--- src/rtl/std_wrap_pkg.sv ---
// Purpose: shared types and constants for the std_wrap clocking cells.
// Latency: n/a (declarations only).
// Backpressure: n/a.
package std_wrap_pkg;

  typedef enum logic [1:0] {
    IDLE = 2'd0,
    RUN  = 2'd1,
    STOP = 2'd2
  } ckdiv_state_e;

  // Smallest ratio that still yields one high and one low cycle.
  localparam int CKDIV_MIN_RATIO = 2;

endpackage

--- src/rtl/std_wrap_ckdiv_cnt.sv ---
// Purpose: period position counter for the clock divider, wraps at ratio-1.
// Latency: cnt updates on the edge after en; wrap is combinational from cnt.
// Backpressure: none; clear has priority over counting.
module std_wrap_ckdiv_cnt #(
  parameter int DIV_W = 8
) (
  input  logic             clk,
  input  logic             rst,
  input  logic             clear,
  input  logic             en,
  input  logic [DIV_W-1:0] ratio,
  output logic [DIV_W-1:0] cnt,
  output logic             wrap
);

  // Last cycle of the current period.
  assign wrap = (cnt == ratio - DIV_W'(1));

  // Count through the period, returning to zero after the last cycle.
  always_ff @(posedge clk) begin
    if (rst || clear) begin
      cnt <= '0;
    end else if (en) begin
      cnt <= wrap ? '0 : cnt + DIV_W'(1);
    end
  end

endmodule

--- src/rtl/std_wrap_ckdiv.sv ---
// Purpose: glitch-free programmable integer clock divider with period tick.
// Latency: clk_o/tick_o rise on the same edge en_i is first sampled in IDLE.
// Backpressure: cfg_rdy_o low while a ratio is pending or in reset.
module std_wrap_ckdiv #(
  parameter int DIV_W     = 8,
  parameter int RST_RATIO = 2,
  parameter bit INV_OUT   = 1'b0
) (
  input  logic             clk_i,
  input  logic             rst_i,
  input  logic             en_i,
  input  logic             cfg_vld_i,
  input  logic [DIV_W-1:0] cfg_ratio_i,
  output logic             cfg_rdy_o,
  output logic             clk_o,
  output logic             tick_o,
  output logic             busy_o
);
  import std_wrap_pkg::*;

  ckdiv_state_e     state, state_nxt;
  logic [DIV_W-1:0] cnt, cnt_nxt;
  logic [DIV_W-1:0] r_cur, r_pend, cfg_ratio_clamp;
  logic [DIV_W:0]   high_len;
  logic             pend, lvl, lvl_nxt, tick, tick_nxt;
  logic             wrap, cfg_xfer, running;

  assign running   = (state != IDLE);
  assign cfg_rdy_o = ~pend & ~rst_i;
  assign cfg_xfer  = cfg_vld_i & cfg_rdy_o;

  // Ratios below the minimum would give a degenerate (non-toggling) output.
  assign cfg_ratio_clamp = (cfg_ratio_i < DIV_W'(CKDIV_MIN_RATIO)) ?
                           DIV_W'(CKDIV_MIN_RATIO) : cfg_ratio_i;

  // High phase is the longer half for odd ratios.
  assign high_len = ({1'b0, r_cur} + (DIV_W+1)'(1)) >> 1;
  assign cnt_nxt  = wrap ? '0 : cnt + DIV_W'(1);

  std_wrap_ckdiv_cnt #(
    .DIV_W (DIV_W)
  ) u_cnt (
    .clk   (clk_i),
    .rst   (rst_i),
    .clear (~running),
    .en    (running),
    .ratio (r_cur),
    .cnt   (cnt),
    .wrap  (wrap)
  );

  // Next state plus next level/tick; stopping only ever happens on a wrap.
  always_comb begin
    state_nxt = state;
    lvl_nxt   = 1'b0;
    tick_nxt  = 1'b0;
    case (state)
      IDLE: begin
        if (en_i) begin
          state_nxt = RUN;
          lvl_nxt   = 1'b1;
          tick_nxt  = 1'b1;
        end
      end
      RUN: begin
        if (!en_i) state_nxt = STOP;
        lvl_nxt  = ({1'b0, cnt_nxt} < high_len);
        tick_nxt = (cnt_nxt == '0);
      end
      STOP: begin
        if (wrap && !en_i) begin
          state_nxt = IDLE;
        end else begin
          if (en_i) state_nxt = RUN;
          lvl_nxt  = ({1'b0, cnt_nxt} < high_len);
          tick_nxt = (cnt_nxt == '0);
        end
      end
      default: state_nxt = IDLE;
    endcase
  end

  // FSM state and tick flop.
  always_ff @(posedge clk_i) begin
    if (rst_i) begin
      state <= IDLE;
      tick  <= 1'b0;
    end else begin
      state <= state_nxt;
      tick  <= tick_nxt;
    end
  end

  // Single dedicated flop for the divided clock level (generated-clock source).
  always_ff @(posedge clk_i) begin
    if (rst_i) lvl <= 1'b0;
    else       lvl <= lvl_nxt;
  end

  // Ratio capture: direct in IDLE, otherwise staged and swapped in at a wrap.
  always_ff @(posedge clk_i) begin
    if (rst_i) begin
      r_cur  <= DIV_W'(RST_RATIO);
      r_pend <= DIV_W'(RST_RATIO);
      pend   <= 1'b0;
    end else if (!running) begin
      if (cfg_xfer) r_cur <= cfg_ratio_clamp;
    end else begin
      if (wrap && pend) begin
        r_cur <= r_pend;
        pend  <= 1'b0;
      end
      if (cfg_xfer) begin
        r_pend <= cfg_ratio_clamp;
        pend   <= 1'b1;
      end
    end
  end

  assign clk_o  = lvl ^ INV_OUT;
  assign tick_o = tick;
  assign busy_o = running;

endmodule
--- config.mk ---
export PLATFORM = sky130hd
export DESIGN_NAME = std_wrap_ckdiv
export DESIGN_NICKNAME = d
export VERILOG_FILES = /design/src/rtl/std_wrap_pkg.sv /design/src/rtl/std_wrap_ckdiv_cnt.sv /design/src/rtl/std_wrap_ckdiv.sv
export SDC_FILE = /design/constraint.sdc
export NUM_CORES = 1
export LEC_CHECK = 0
export ABC_CLOCK_PERIOD_IN_PS = 3000
export CELL_PAD_IN_SITES_DETAIL_PLACEMENT = 0
export CELL_PAD_IN_SITES_GLOBAL_PLACEMENT = 1
export CORE_MARGIN = 1
export CORE_UTILIZATION = 39
export DETAILED_ROUTE_END_ITERATION = 8
export GPL_ROUTABILITY_DRIVEN = 0
export GPL_TIMING_DRIVEN = 0
export MAX_ROUTING_LAYER = met4
export PLACE_DENSITY = 0.73
export SKIP_CTS_REPAIR_TIMING = 1
export SKIP_LAST_GASP = 1
export SLEW_MARGIN = 10
export SYNTH_ARGS = -nofsm -noshare
export SYNTH_HDL_FRONTEND = slang
export SYNTH_SLANG_ARGS = --single-unit
--- constraint.sdc ---
create_clock -name clk_i -period 3 [get_ports clk_i]
set_input_delay 0.6 -clock clk_i [delete_from_list [all_inputs] [get_ports clk_i]]
set_output_delay 0.6 -clock clk_i [all_outputs]
set_load 0.02 [all_outputs]
==> impl_results.md <==
* Status: finished, final reports clean
* Unrepaired setup endpoints after global routing: yes
* Via count at between 1500 and 2000
* Post-synthesis adder-cell area fraction at 6.41%
* Ports at 16
* Slew Viols, Final at 0
* WHS Path Cells at 1
* Post-synthesis cell count at between 200 and 250
* Pin count of the biggest net entering global routing at 11
* Reg clk slew, reported paths at ~0.060 ns
* Largest buffer count on any clock path at 2
* Max incr delay on CP at between 0.5 and 0.6 ns
* GR Overflow Total at 0
* Inserted Diodes at 0
* Total track usage at 18.1%
* Distinct cell type count after synthesis at 45
* Final ANT Viol Nets at 0
* Slew @ Worst Pin at around 0.58 ns
* Die area at between 5000 and 6000 um2
* R2R setup slack at approximately 0.028 ns
* Synth Area in Compound Gates at between 15 and 20%
* Mapped Area at between 1500 and 2000 um2
* Clock sink count at 29
* Total power at about 1000 uW
* XOR/XNOR Fraction of Synth Area at 9.88%
* Number of register bits inferred by synthesis at 29
* Synth Area per Inst at approximately 8.4 um2
* HPWL after DPL at 3.19 mm
* Capture point of the worst reg-to-reg path: clk_o$_SDFF_PP0_
* Fillcell total at just under 500
* Relative slew slack at between 60% and 70%
* Clock Tree Root: clkbuf_8
* Worst endpoint required time at 3.16 ns
* Drt first pass iters at 4
* Syn. warnings at 0
* Met3 wire len at between 100 and 150 um
* Post-synthesis mux area share at 7.76%
* Worst r2r src: r_cur[3]$_SDFFE_PP0P_
* Largest family of logic cells by synthesized area: simple AND/OR/NAND/NOR gates
* Period minus WS final at 2.97 ns
* Max Fanout on Critical Path at 7
* Crit-path cells: buf_6 > xnor2_2 > xnor2_1 > or4_1 > a211oi_2 > o311a_4 > buf_8 > nor2_1 > ha_1 > nand4_1 > nor4_2 > mux2_4 > o22ai_1
* CTS Buf Count at 5
* Post-Synth Simple-Gate Area at 24.0%
* Cells on worst reg2reg path at 13
* Area share of the largest cell type after synthesis at between 20 and 30%
* Worst hold path endpoint: r_pend[1]$_SDFFE_PP1P_
* Highest clock rate at 336 MHz
* Fin. Hold Viols at 0
* Drc violations at 0
* Worst EP arrival at 3.13 ns
* Max-capacitance violation count at 0
* Core area at approximately 4800 um2
* Effective utilization at floorplan at between 40% and 50%
* H-tree lvl count at 2
* Final WL at 4.31 mm
* Post-Route M1 WL at 2.22 mm
* Layout area overhead at 25.4%
* Clk_skew at between 0.008 and 0.009 ns
* Fin util at between 50% and 60%
* Sequential fraction of the synthesis area at approximately 30%
* Max IR drop VDD at roughly 230 uV
* Count of input and output buffers at 14
* Number of global-route vias before repair at approximately 1500
* Final setup vio count at 0
* Synth Net Count at approximately 250
* Final Cycle Share at 99.1%
* Worst setup EP type: flip-flop
* WL met2 at between 1.5 and 2 mm
* Leakage power at ~0.00099 uW
* First-pass GRT wire length at ~7 mm
* Clk_lat worst skew at 0.28 ns
* DR iter-0 viols at 81
* # rows at 25
* Synth area leader: dfxtp_1
* Routed WL per cell at around 13 um
* Share of layout cells above drive strength 1 at roughly 21%
* Die X at 72.7 um
* Max Used Layer: met4
* Via/cell ratio at a little under 5
* Nets at approximately 290
* Slowest cell on crit path: or4_1
* Critical path launch point type: flip-flop
* Antenna violations before repair at 0
* Hold WC Path Type: reg2reg
* Power density over cell area at approximately 420 nW/um2
* CTS tree: built
* Crit path kind: reg2reg
* Synth area leaders: dfxtp_1 30%, nor2_1 7.9%, mux2i_1 7.2%
* Hold wc startpoint: r_pend[1]$_SDFFE_PP1P_
* DIE HEIGHT at 72.7 um
==> cells in the mapped netlist (all sizes together) <==
| library cell | n |
|---|---|
| a211oi | 4 |
| nor3 | 6 |
| a221o | 1 |
| nor2 | 41 |
| mux2 | 1 |
| o311ai | 1 |
| a21o | 1 |
| nand4 | 6 |
| a21oi | 8 |
| and2 | 2 |
| a221oi | 6 |
| and3b | 1 |
| nand2 | 13 |
| nand2b | 3 |
| or3b | 1 |
| dfxtp | 29 |
| mux2i | 14 |
| buf | 6 |
| inv | 7 |
| o221ai | 1 |
| nor2b | 4 |
| or4 | 1 |
| o311a | 1 |
| nor4 | 4 |
| and3 | 3 |
| or3 | 1 |
| nor3b | 1 |
| o22ai | 1 |
| ha | 10 |
| clkinv | 1 |
| o21ai | 9 |
| a211o | 1 |
| o21a | 1 |
| nand3 | 7 |
| clkbuf | 9 |
| xnor2 | 16 |
| or2 | 1 |
| a31oi | 3 |
| xor2 | 6 |
==> placed cells by master, fill, tap and decap left out, types with 2 or more instances in the layout <==
cell and instances:
a211oi_1 3, a31oi_1 3, inv_2 2, nor2b_1 4, and2_1 2, nor4_1 2, a221oi_2 6, nand3_1 7
nor3_1 4, xor2_1 6, nand2b_1 3, dfxtp_1 24, nor4_2 2, clkbuf_8 7, clkdlybuf4s50_1 14, and3_1 3
nor2_1 40, clkbuf_1 7, xnor2_1 15, buf_4 16, ha_1 9, buf_6 3, mux2i_1 14, dfxtp_2 4
a21oi_1 8, o21ai_0 8, nand2_1 12, inv_1 5, nand4_1 6
==> cell families after synthesis <==
family / count (synthesis)
DFF: 29
xor gates and xnor gates: 22
and+or+nand+nor: 95
AOI/OAI and AO/OA: 38
muxes: 15
buffers and inverters: 23
adders and majority gates: 10
==> critical path, delay by kind of cell (launching register included) <==
kind                     cells  cell delay [ns]
AND/OR/NAND/NOR              4             1.02
AO/OA/AOI/OAI                3             0.50
flip-flops                   1             0.31
adder cells (fa/ha/maj)      1             0.30
XOR/XNOR                     2             0.26
buffers and inverters        2             0.25
multiplexers                 1             0.19
==> registers in the layout, indices dropped and copies added, names as in the netlist <==
register   cells
u_cnt.cnt      8
state          2
clk_o          1
r_cur          8
r_pend         8
tick_o         1
pend           1
==> power by group <==
part           internal, uW  switching [uW]  total (uW)  leakage, uW
Sequential              403            15.2         418     0.000238
Combinational           133             129         262     0.000703
Clock                   207             151         358    0.0000542
==> per-stage QoR <==
step                      std cells  cell area (um2)  setup slack (ns)  TNS [ns]  hold slack [ns]
after floorplan                 232             1950           0.00225         0            0.434
final                           335             2450            0.0281         0            0.464
after global placement          313             2180            -0.350    -0.350            0.443
after global routing            335             2450            -0.129    -0.129            0.479
after CTS                       321             2280            -0.375    -0.375            0.467
after detailed placement        313             2180            -0.368    -0.368            0.450
==> worst max-delay path by stage <==
| stage | cells past startpoint | start | slack (ns) | end |
|---|---|---|---|---|
| 2_1_floorplan | 13 | r_cur[1]$_SDFFE_PP1P_ | 0.002 | clk_o$_SDFF_PP0_ |
| 4_1_cts | 13 | r_cur[1]$_SDFFE_PP1P_ | -0.37 | clk_o$_SDFF_PP0_ |
| 5_1_grt | 13 | r_cur[0]$_SDFFE_PP0P_ | -0.13 | clk_o$_SDFF_PP0_ |
| 3_5_place_dp | 13 | r_cur[1]$_SDFFE_PP1P_ | -0.37 | clk_o$_SDFF_PP0_ |
| 3_3_place_gp | 13 | r_cur[1]$_SDFFE_PP1P_ | -0.35 | clk_o$_SDFF_PP0_ |
| 6_report | 13 | r_cur[3]$_SDFFE_PP0P_ | 0.03 | clk_o$_SDFF_PP0_ |
==> cell type report <==
cell class | count | area, um2 | share of cell area, %
Clock inverter | 1 | 5.00 | 0.205
Sequential cell | 29 | 589 | 24.1
Clock buffer | 7 | 96.3 | 3.94
Tap cell | 67 | 83.8 | 3.43
Timing Repair Buffer | 30 | 260 | 10.6
Inverter | 8 | 30.0 | 1.23
Multi-Input combinational cell | 180 | 1300 | 53.0
Buffer | 13 | 83.8 | 3.43
==> layer usage <==
| metal | vias to the layer above | global-route usage, % |
|---|---|---|
| li1 | 884 | - |
| met1 | 733 | 23.8 |
| met2 | 28 | 26.3 |
| met3 | 6 | 4.14 |
| met4 | 0 | 8.28 |
| met5 | - | - |
(Power assumes the default switching activity.)
